[config.mk]
export PLATFORM = sky130hd
export DESIGN_NAME = down_counter_timer
export DESIGN_NICKNAME = d
export VERILOG_FILES = /design/src/rtl/down_counter_timer.sv
export SDC_FILE = /design/constraint.sdc
export NUM_CORES = 1
export LEC_CHECK = 0
export ABC_CLOCK_PERIOD_IN_PS = 1850
export BUFFER_PORTS_ARGS = -buffer_cell sky130_fd_sc_hd__buf_2
export CORE_AREA = 2 2 39 41
export CTS_BUF_LIST = sky130_fd_sc_hd__clkbuf_8
export CTS_CLUSTER_DIAMETER = 80
export DETAILED_ROUTE_END_ITERATION = 7
export DIE_AREA = 0 0 41 43
export HOLD_SLACK_MARGIN = 0.06
export PLACE_DENSITY = 0.83
export SLEW_MARGIN = 20
export SYNTH_ARGS = -nofsm -noshare
export SYNTH_HDL_FRONTEND = slang
export SYNTH_SLANG_ARGS = --single-unit
[constraint.sdc]
create_clock -name clk -period 1.85 [get_ports clk]
set_input_delay 0.37 -clock clk [delete_from_list [all_inputs] [get_ports clk]]
set_output_delay 0.37 -clock clk [all_outputs]
set_load 0.03 [all_outputs]
[src/rtl/down_counter_timer.sv]
// -----------------------------------------------------------------------------
// down_counter_timer
//   Loadable, programmable down-counter/timer. A count value is loaded through
//   a valid/ready handshake, counting is started explicitly, and a one-cycle
//   done pulse is produced at terminal count. Auto-reload turns the block into
//   a periodic tick generator.
//
//   Optional feature macro: DOWN_CNT_PRESCALE_EN
//     When defined, an internal prescaler makes the decrement/terminal action
//     happen only on every PRESCALE-th enabled RUN cycle. When undefined the
//     PRESCALE parameter is ignored and the action happens on every enabled
//     cycle.
//
// Parameters
//   WIDTH       bit width of the count value and q
//   PRESCALE    enabled cycles per decrement (prescaler build only, >= 1)
//
// Ports
//   clk          in   rising-edge clock
//   reset        in   asynchronous active-low reset
//   load_valid   in   load_value is presented
//   load_ready   out  load can be accepted (IDLE/ARMED), low in RUN
//   load_value   in   initial / reload count
//   start        in   begin counting (sampled in ARMED only)
//   stop         in   abort counting (sampled in RUN only)
//   enable       in   count enable, gates decrement and terminal detection
//   auto_reload  in   at terminal count reload and keep running
//   q            out  current count
//   busy         out  high while in RUN
//   done         out  registered one-cycle pulse at terminal count
// -----------------------------------------------------------------------------
module down_counter_timer #(
  parameter int WIDTH    = 4,
  parameter int PRESCALE = 4
) (
  input  logic             clk,
  input  logic             reset,
  input  logic             load_valid,
  output logic             load_ready,
  input  logic [WIDTH-1:0] load_value,
  input  logic             start,
  input  logic             stop,
  input  logic             enable,
  input  logic             auto_reload,
  output logic [WIDTH-1:0] q,
  output logic             busy,
  output logic             done
);

  typedef enum logic [1:0] {
    ST_IDLE  = 2'd0,
    ST_ARMED = 2'd1,
    ST_RUN   = 2'd2
  } state_e;

  state_e           state_q, state_d;
  logic [WIDTH-1:0] cnt_q, cnt_d;
  logic [WIDTH-1:0] reload_q, reload_d;
  logic             done_q, done_d;
  logic             busy_q, busy_d;
  logic             ready_q, ready_d;

  logic             load_fire_s;
  logic             run_en_s;
  logic             tick_s;
  logic             term_s;

  // load_ready is registered from the next state, so it already reflects
  // whether the current state may accept a load.
  assign load_fire_s = load_valid & ready_q;
  // stop has priority over any counting action in RUN.
  assign run_en_s    = (state_q == ST_RUN) & enable & ~stop;

`ifdef DOWN_CNT_PRESCALE_EN
  localparam int PW = (PRESCALE > 1) ? $clog2(PRESCALE) : 1;
  localparam logic [PW-1:0] PRESC_LAST = PW'(PRESCALE - 1);

  logic [PW-1:0] presc_q, presc_d;

  // Action fires on the last prescaler step of an enabled RUN cycle.
  assign tick_s = run_en_s & (presc_q == PRESC_LAST);

  // Prescaler next value: cleared on load/start/stop and on every action.
  always_comb begin
    presc_d = presc_q;
    if (load_fire_s || ((state_q == ST_ARMED) && start) ||
        ((state_q == ST_RUN) && stop)) begin
      presc_d = {PW{1'b0}};
    end else if (run_en_s) begin
      if (tick_s) begin
        presc_d = {PW{1'b0}};
      end else begin
        presc_d = presc_q + PW'(1);
      end
    end else begin
      presc_d = presc_q;
    end
  end

  // Prescaler register.
  always_ff @(posedge clk or negedge reset) begin
    if (!reset) begin
      presc_q <= {PW{1'b0}};
    end else begin
      presc_q <= presc_d;
    end
  end
`else
  assign tick_s = run_en_s;
`endif

  assign term_s = tick_s & (cnt_q == {WIDTH{1'b0}});

  // State register.
  always_ff @(posedge clk or negedge reset) begin
    if (!reset) begin
      state_q <= ST_IDLE;
    end else begin
      state_q <= state_d;
    end
  end

  // Next-state logic.
  always_comb begin
    state_d = state_q;
    case (state_q)
      ST_IDLE: begin
        // start is ignored here; a load only arms the counter.
        if (load_fire_s) begin
          state_d = ST_ARMED;
        end else begin
          state_d = ST_IDLE;
        end
      end
      ST_ARMED: begin
        if (start) begin
          state_d = ST_RUN;
        end else begin
          state_d = ST_ARMED;
        end
      end
      ST_RUN: begin
        if (stop) begin
          state_d = ST_IDLE;
        end else if (term_s && !auto_reload) begin
          state_d = ST_IDLE;
        end else begin
          state_d = ST_RUN;
        end
      end
      default: begin
        state_d = ST_IDLE;
      end
    endcase
  end

  // Count / reload datapath and terminal pulse generation.
  always_comb begin
    cnt_d    = cnt_q;
    reload_d = reload_q;
    done_d   = 1'b0;
    if (load_fire_s) begin
      cnt_d    = load_value;
      reload_d = load_value;
    end else if (tick_s) begin
      if (term_s) begin
        done_d = 1'b1;
        if (auto_reload) begin
          cnt_d = reload_q;
        end else begin
          cnt_d = cnt_q;
        end
      end else begin
        cnt_d = cnt_q - {{(WIDTH-1){1'b0}}, 1'b1};
      end
    end else begin
      cnt_d = cnt_q;
    end
  end

  // Output decode from the next state so the registered outputs line up
  // with the state they describe.
  always_comb begin
    busy_d  = 1'b0;
    ready_d = 1'b1;
    if (state_d == ST_RUN) begin
      busy_d  = 1'b1;
      ready_d = 1'b0;
    end else begin
      busy_d  = 1'b0;
      ready_d = 1'b1;
    end
  end

  // Datapath and output registers.
  always_ff @(posedge clk or negedge reset) begin
    if (!reset) begin
      cnt_q    <= {WIDTH{1'b0}};
      reload_q <= {WIDTH{1'b0}};
      done_q   <= 1'b0;
      busy_q   <= 1'b0;
      ready_q  <= 1'b1;
    end else begin
      cnt_q    <= cnt_d;
      reload_q <= reload_d;
      done_q   <= done_d;
      busy_q   <= busy_d;
      ready_q  <= ready_d;
    end
  end

  assign q          = cnt_q;
  assign busy       = busy_q;
  assign done       = done_q;
  assign load_ready = ready_q;

endmodule

### Word-level counts from Yosys, hierarchy flattened

Index checks and enable logic that the tools add are counted.

| word-level totals | value |
|---|---|
| bits in registers | 13 |
| input bits | 11 |
| output and inout bits | 7 |
| logic and storage cells | 36 |

| operators by class | value |
|---|---|
| add/subtract/negate cells | 1 |
| equal/unequal tests | 4 |
| muxes and demuxes | 14 |
| bitwise logic cells | 5 |
| reductions and logical operators | 6 |

Operators with widths:

| cell | count |
|---|---|
| 2-to-1 mux 4 bit | 4 |
| 2-to-1 mux 1 bit | 6 |
| 2-to-1 mux 2 bit | 3 |
| case mux 2 bit (3 select lines) | 1 |
| AND 1 bit | 4 |
| equality test 2 bit (second input constant) | 2 |
| logical NOT 4 bit | 1 |
| subtractor 4 x 1 -> 4 bit (second input constant) | 1 |
| inequality test 3 bit (second input constant) | 1 |
| equality test 2 x 1 -> 1 bit (second input constant) | 1 |
| logical NOT 2 bit | 1 |
| AND reduction 2 bit | 1 |
| nonzero test 2 bit | 1 |
| logical AND 1 bit | 1 |
| logical NOT 1 bit | 1 |
| inverter 1 bit | 1 |

### Longest topological paths before layout

| logic depth | value |
|---|---|
| depth in word-level cells | 10 |
| depth in mapped cells | 6 |
| depth with buffers taken out | 6 |

### Worst setup path after synthesis

Ideal clock, no wire load.

| timing path | value |
|---|---|
| path kind | reg-to-reg |
| start point | register cnt_q[0], in the netlist q[0] |
| end point | register cnt_q[0], in the netlist q[0] |
| setup time | 125 ps |
| arrival time | 1520 ps |
| required time | 1725 ps |
| setup slack | 205 ps |
| stages on the path, launching flop included | 7 |
| buffers on the path | 0 |
| period minus slack after synthesis | 1645 ps |
| path through | dfrtp_1 -> inv_1 -> ha_1 -> nor4b_2 -> o21ai_2 -> nor4b_2 -> nor3_1 |

| on the way | value |
|---|---|
| cells in the longest elaborated chain, start to end | 5 |
| elaborated cells between the ends (all ways) | 8 |
| classes of those cells | add/sub: 1; eq/ne: 1; mux: 3; bitwise: 1; reduce/logical: 2 |

Ends and longest elaborated chain:

| item | line | source |
|---|---|---|
| start: declaration | 57 | `logic [WIDTH-1:0] cnt_q, cnt_d;` |
| start signal: assignment | 198 | `cnt_q <= {WIDTH{1'b0}};` |
| start signal: assignment | 204 | `cnt_q <= cnt_d;` |
| parallel branches: the longest is 5 deep, another holds subtractor 4 x 1 -> 4 bit | -- |  |

Several ways; the timed one is not identified. The select of a mux whose other input is x is not followed.
A chain may end at the register's enable or synchronous reset.

### Worst setup path after layout

| timing path | value |
|---|---|
| start point | register cnt_q[0], in the netlist q[0] |
| end point | register cnt_q[2], in the netlist q[2] |

The elaborated chain is that of the path after synthesis.

==> impl_table.tex <==
\begin{tabular}{lr}
\hline
Metric & Value \\
\hline
\multicolumn{2}{l}{\textbf{Die}} \\
Die outline width & between 40 and 50 microns \\
Die Span Y & 43 microns \\
Total Die Area & about 0.0018 sq mm \\
Effective utilization at floorplan & 0.495 \\
Core region area & approximately 0.0014 sq mm \\
Core Rows & 14 \\
Top-level port count & 18 \\
\multicolumn{2}{l}{\textbf{Clock tree}} \\
Hold Buf Count CTS & 1 \\
Total number of H-tree levels & 1 \\
TritonCTS sink count & 13 \\
TritonCTS clock tree & yes \\
Post-CTS Resized & 0 \\
CTS clock-pin slew for the worst setup and hold paths & 0.05 ns \\
Clk Tree Root Cell & clkbuf\_8 \\
Number of buffers created by CTS & 3 \\
Largest buffer count on any clock path & 2 \\
Clock latency reported for the late side of the worst-skew pair & roughly 0.24 ns \\
\# Post-CTS Setup Buffers & 0 \\
\multicolumn{2}{l}{\textbf{Setup path}} \\
Crit path max fanout & 5 \\
Data required time of the worst path & around 2.0 ns \\
Cell count of the worst reg-to-reg path & 6 \\
Endpoint of the worst register-to-register path & q[2] \\
Launching point of the worst reg2reg path & q[0] \\
Setup crit end kind & flip-flop \\
Startpoint kind of the worst setup timing path & flip-flop \\
Register-to-register setup slack & just over 0.2 ns \\
Start-to-end type of the worst setup path & reg2reg \\
Arr. time, crit path & between 1.5 and 2 ns \\
\multicolumn{2}{l}{\textbf{Final layout}} \\
Diodes inserted & 0 \\
Relative area change from synthesis to final layout & 22.9\% \\
Fraction of layout cells with a size suffix above 1 & 0.337 \\
Net count of the finished layout & between 100 and 150 \\
\multicolumn{2}{l}{\textbf{Synth}} \\
Post-synth EDFFs & 0 \\
Netlist area before placement & around 680 sq um \\
Fraction of post-synthesis cell area in the top cell type by area & 0.439 \\
Yosys synthesis warning count & 0 \\
Number of synthesized register bits & 13 \\
Count of mapped cells out of synthesis & 68 \\
Sequential element share of the synthesized area & 0.477 \\
Most common flop cell mapped by yosys & dfrtp\_1 \\
Most area-hungry cell type in the Yosys netlist & dfrtp\_1 \\
Leading cell types by count after synthesis & nand2\_1 (13), dfrtp\_1 (12), nor2\_1 (6), a31oi\_1 (3), o21ai\_1 (3) \\
Most common cell in the synthesized netlist & nand2\_1 \\
Fraction of registers with async set/reset & 1.00 \\
Mean instance size in the synthesized netlist & 10.1 sq um \\
Synth Net Count & 81 \\
Distinct cell type count after synthesis & 29 \\
Most area-consuming cells after synthesis & dfrtp\_1 (44\%), nand2\_1 (7.1\%), nor4b\_2 (4.4\%), dfstp\_2 (3.8\%), ha\_1 (3.7\%) \\
\multicolumn{2}{l}{\textbf{Timing}} \\
Worst slack on hold paths & roughly 0.34 ns \\
TNS Setup & 0 ns \\
Highest achievable clock rate & just over 600 MHz \\
Final number of hold-violating endpoints & 0 \\
Final setup violation count & 0 \\
Crit share post-route & 0.889 \\
Pin slew with the least headroom to its limit & between 0.3 and 0.4 ns \\
Setup repair after global routing missed its margin & false \\
Max-slew headroom & 0.799 \\
Final Skew & $\sim$0.0030 ns \\
Final critical path time including I/O delays and setup & roughly 1.6 ns \\
Max Transition Viols Final & 0 \\
\multicolumn{2}{l}{\textbf{Detailed routing}} \\
Max layer used & met4 \\
Number of DRC markers after the initial detailed-route iteration & 5 \\
Number of detailed-route iterations in the first pass & 4 \\
Final routed wire length divided by cell count & 13.0 microns \\
Number of nets still failing antenna checks after routing & 0 \\
Via total after detailed routing & 594 \\
Residual DRC count & 0 \\
Wirelength, routed & roughly 1.4 mm \\
Length of routed met3 wiring & $\sim$57 microns \\
Sum of routed wire segments on met1 & 555 microns \\
Via density per instance & roughly 5.7 \\
Met2 wire length & 741 microns \\
\multicolumn{2}{l}{\textbf{Status}} \\
Result of the run & finished clean \\
\multicolumn{2}{l}{\textbf{Hold path}} \\
Hold Path Depth & 3 \\
Beginning of the worst hold path & load\_value[3] \\
Worst Hold Endpoint & reload\_q[3] \\
Class of the worst hold path & in2reg \\
\multicolumn{2}{l}{\textbf{Pwr}} \\
Cell Pwr Density & roughly 1600 mW/mm\^{}2 \\
Worst vdd rail ir drop & roughly 850 uV \\
Total power & around 0.0013 W \\
Cell leakage power & 0.391 nW \\
\multicolumn{2}{l}{\textbf{Global routing}} \\
Antenna violations before repair & 0 \\
Vias in the first global route & 579 \\
Total grt overflow & 0 \\
Overall global routing resource usage & 0.191 \\
Maximum number of pins on one net before global-route repair & 14 \\
Global-route wire length before repair & roughly 2.3 mm \\
\multicolumn{2}{l}{\textbf{Placed design}} \\
IO Port Bufs & 17 \\
HPWL reported at the end of detailed placement & approximately 1.1 mm \\
Last weighted congestion value of the routability-driven placer & roughly 0.80 \\
\multicolumn{2}{l}{\textbf{Run}} \\
Number of max-cap violations & 0 \\
\hline
\end{tabular}
==> flip-flops by register name (all words and copies together) (netlist names) <==
signal / count
done: 1
q: 4
load_ready: 1
busy: 1
reload_q: 4
state_q: 2
==> layer usage <==
metal / up-vias / global-route usage
met5: - / 0
met4: 0 / 0.0867
met3: 2 / 0.0314
met2: 20 / 0.328
met1: 287 / 0.216
li1: 285 / -
==> stage by stage <==
stage / area (sq um) / utilization / instances / setup WS, ns
after floorplan: 684 / - / 68 / 0.205
after global placement: 786 / 0.568 / 100 / 0.306
after detailed placement: 786 / 0.568 / 100 / 0.232
after CTS: 841 / 0.608 / 105 / 0.210
after global routing: 841 / 0.608 / 105 / 0.103
final: 841 / 0.608 / 105 / 0.205
==> final cells by class <==
cell class,count,area [sq um]
Tap cell,16,20.0
Clock buffer,3,41.3
Sequential cell,13,327
Clock inverter,1,3.75
Timing Repair Buffer,18,95.1
Multi-Input combinational cell,52,347
Fill cell,121,543
Inverter,2,7.51
==> placed cells by master, fill, tap and decap left out <==
master	count
buf_2	17
nand2_1	13
dfrtp_1	12
nor2_1	6
inv_1	3
o21ai_1	3
a31oi_1	3
clkbuf_8	3
nand2_2	2
o21ai_0	2
xnor2_1	2
nor3_1	2
nor4b_2	2
ha_1	2
and4bb_1	1
nor3b_2	1
nor2b_1	1
nand3b_1	1
mux2_2	1
o21a_1	1
and2_1	1
nor3_2	1
nand4bb_1	1
or3b_4	1
a211o_1	1
o21ai_2	1
o211ai_1	1
o221ai_1	1
nand4_1	1
dlygate4sd3_1	1
dfstp_2	1
==> cell families (layout without fill, tap and decap cells) <==
group	count (synthesis)	count (layout)	synth area share
simple gates	34	34	0.303
compound gates	13	13	0.124
flops	13	13	0.477
buf+inv	3	24	0.0165
fa+ha+maj	2	2	0.0366
xor+xnor	2	2	0.0256
mux	1	1	0.0165
==> power breakdown <==
group | internal [W] | switching [W] | leakage (nW)
registers | 0.000402 | 0.000128 | 0.158
logic | 0.000233 | 0.000341 | 0.206
clock network | 0.000146 | 0.0000932 | 0.0269
total | 0.000782 | 0.000563 | 0.391
==> worst max-delay path, stage by stage, from the launching register on <==
cell	delay [ns]
dfrtp_1	0.43
inv_1	0.10
ha_1	0.19
or3b_4	0.40
o21ai_1	0.15
o211ai_1	0.10
a31oi_1	0.19
==> how the worst max path moves through the flow <==
stage / start / to / slack (ns)
2_1_floorplan: q[0] / q[0] / 0.21
3_3_place_gp: q[0] / q[0] / 0.31
3_5_place_dp: q[0] / q[2] / 0.23
4_1_cts: q[0] / q[2] / 0.21
5_1_grt: q[0] / q[2] / 0.10
6_report: q[0] / q[2] / 0.21
(Power assumes the default switching activity.)
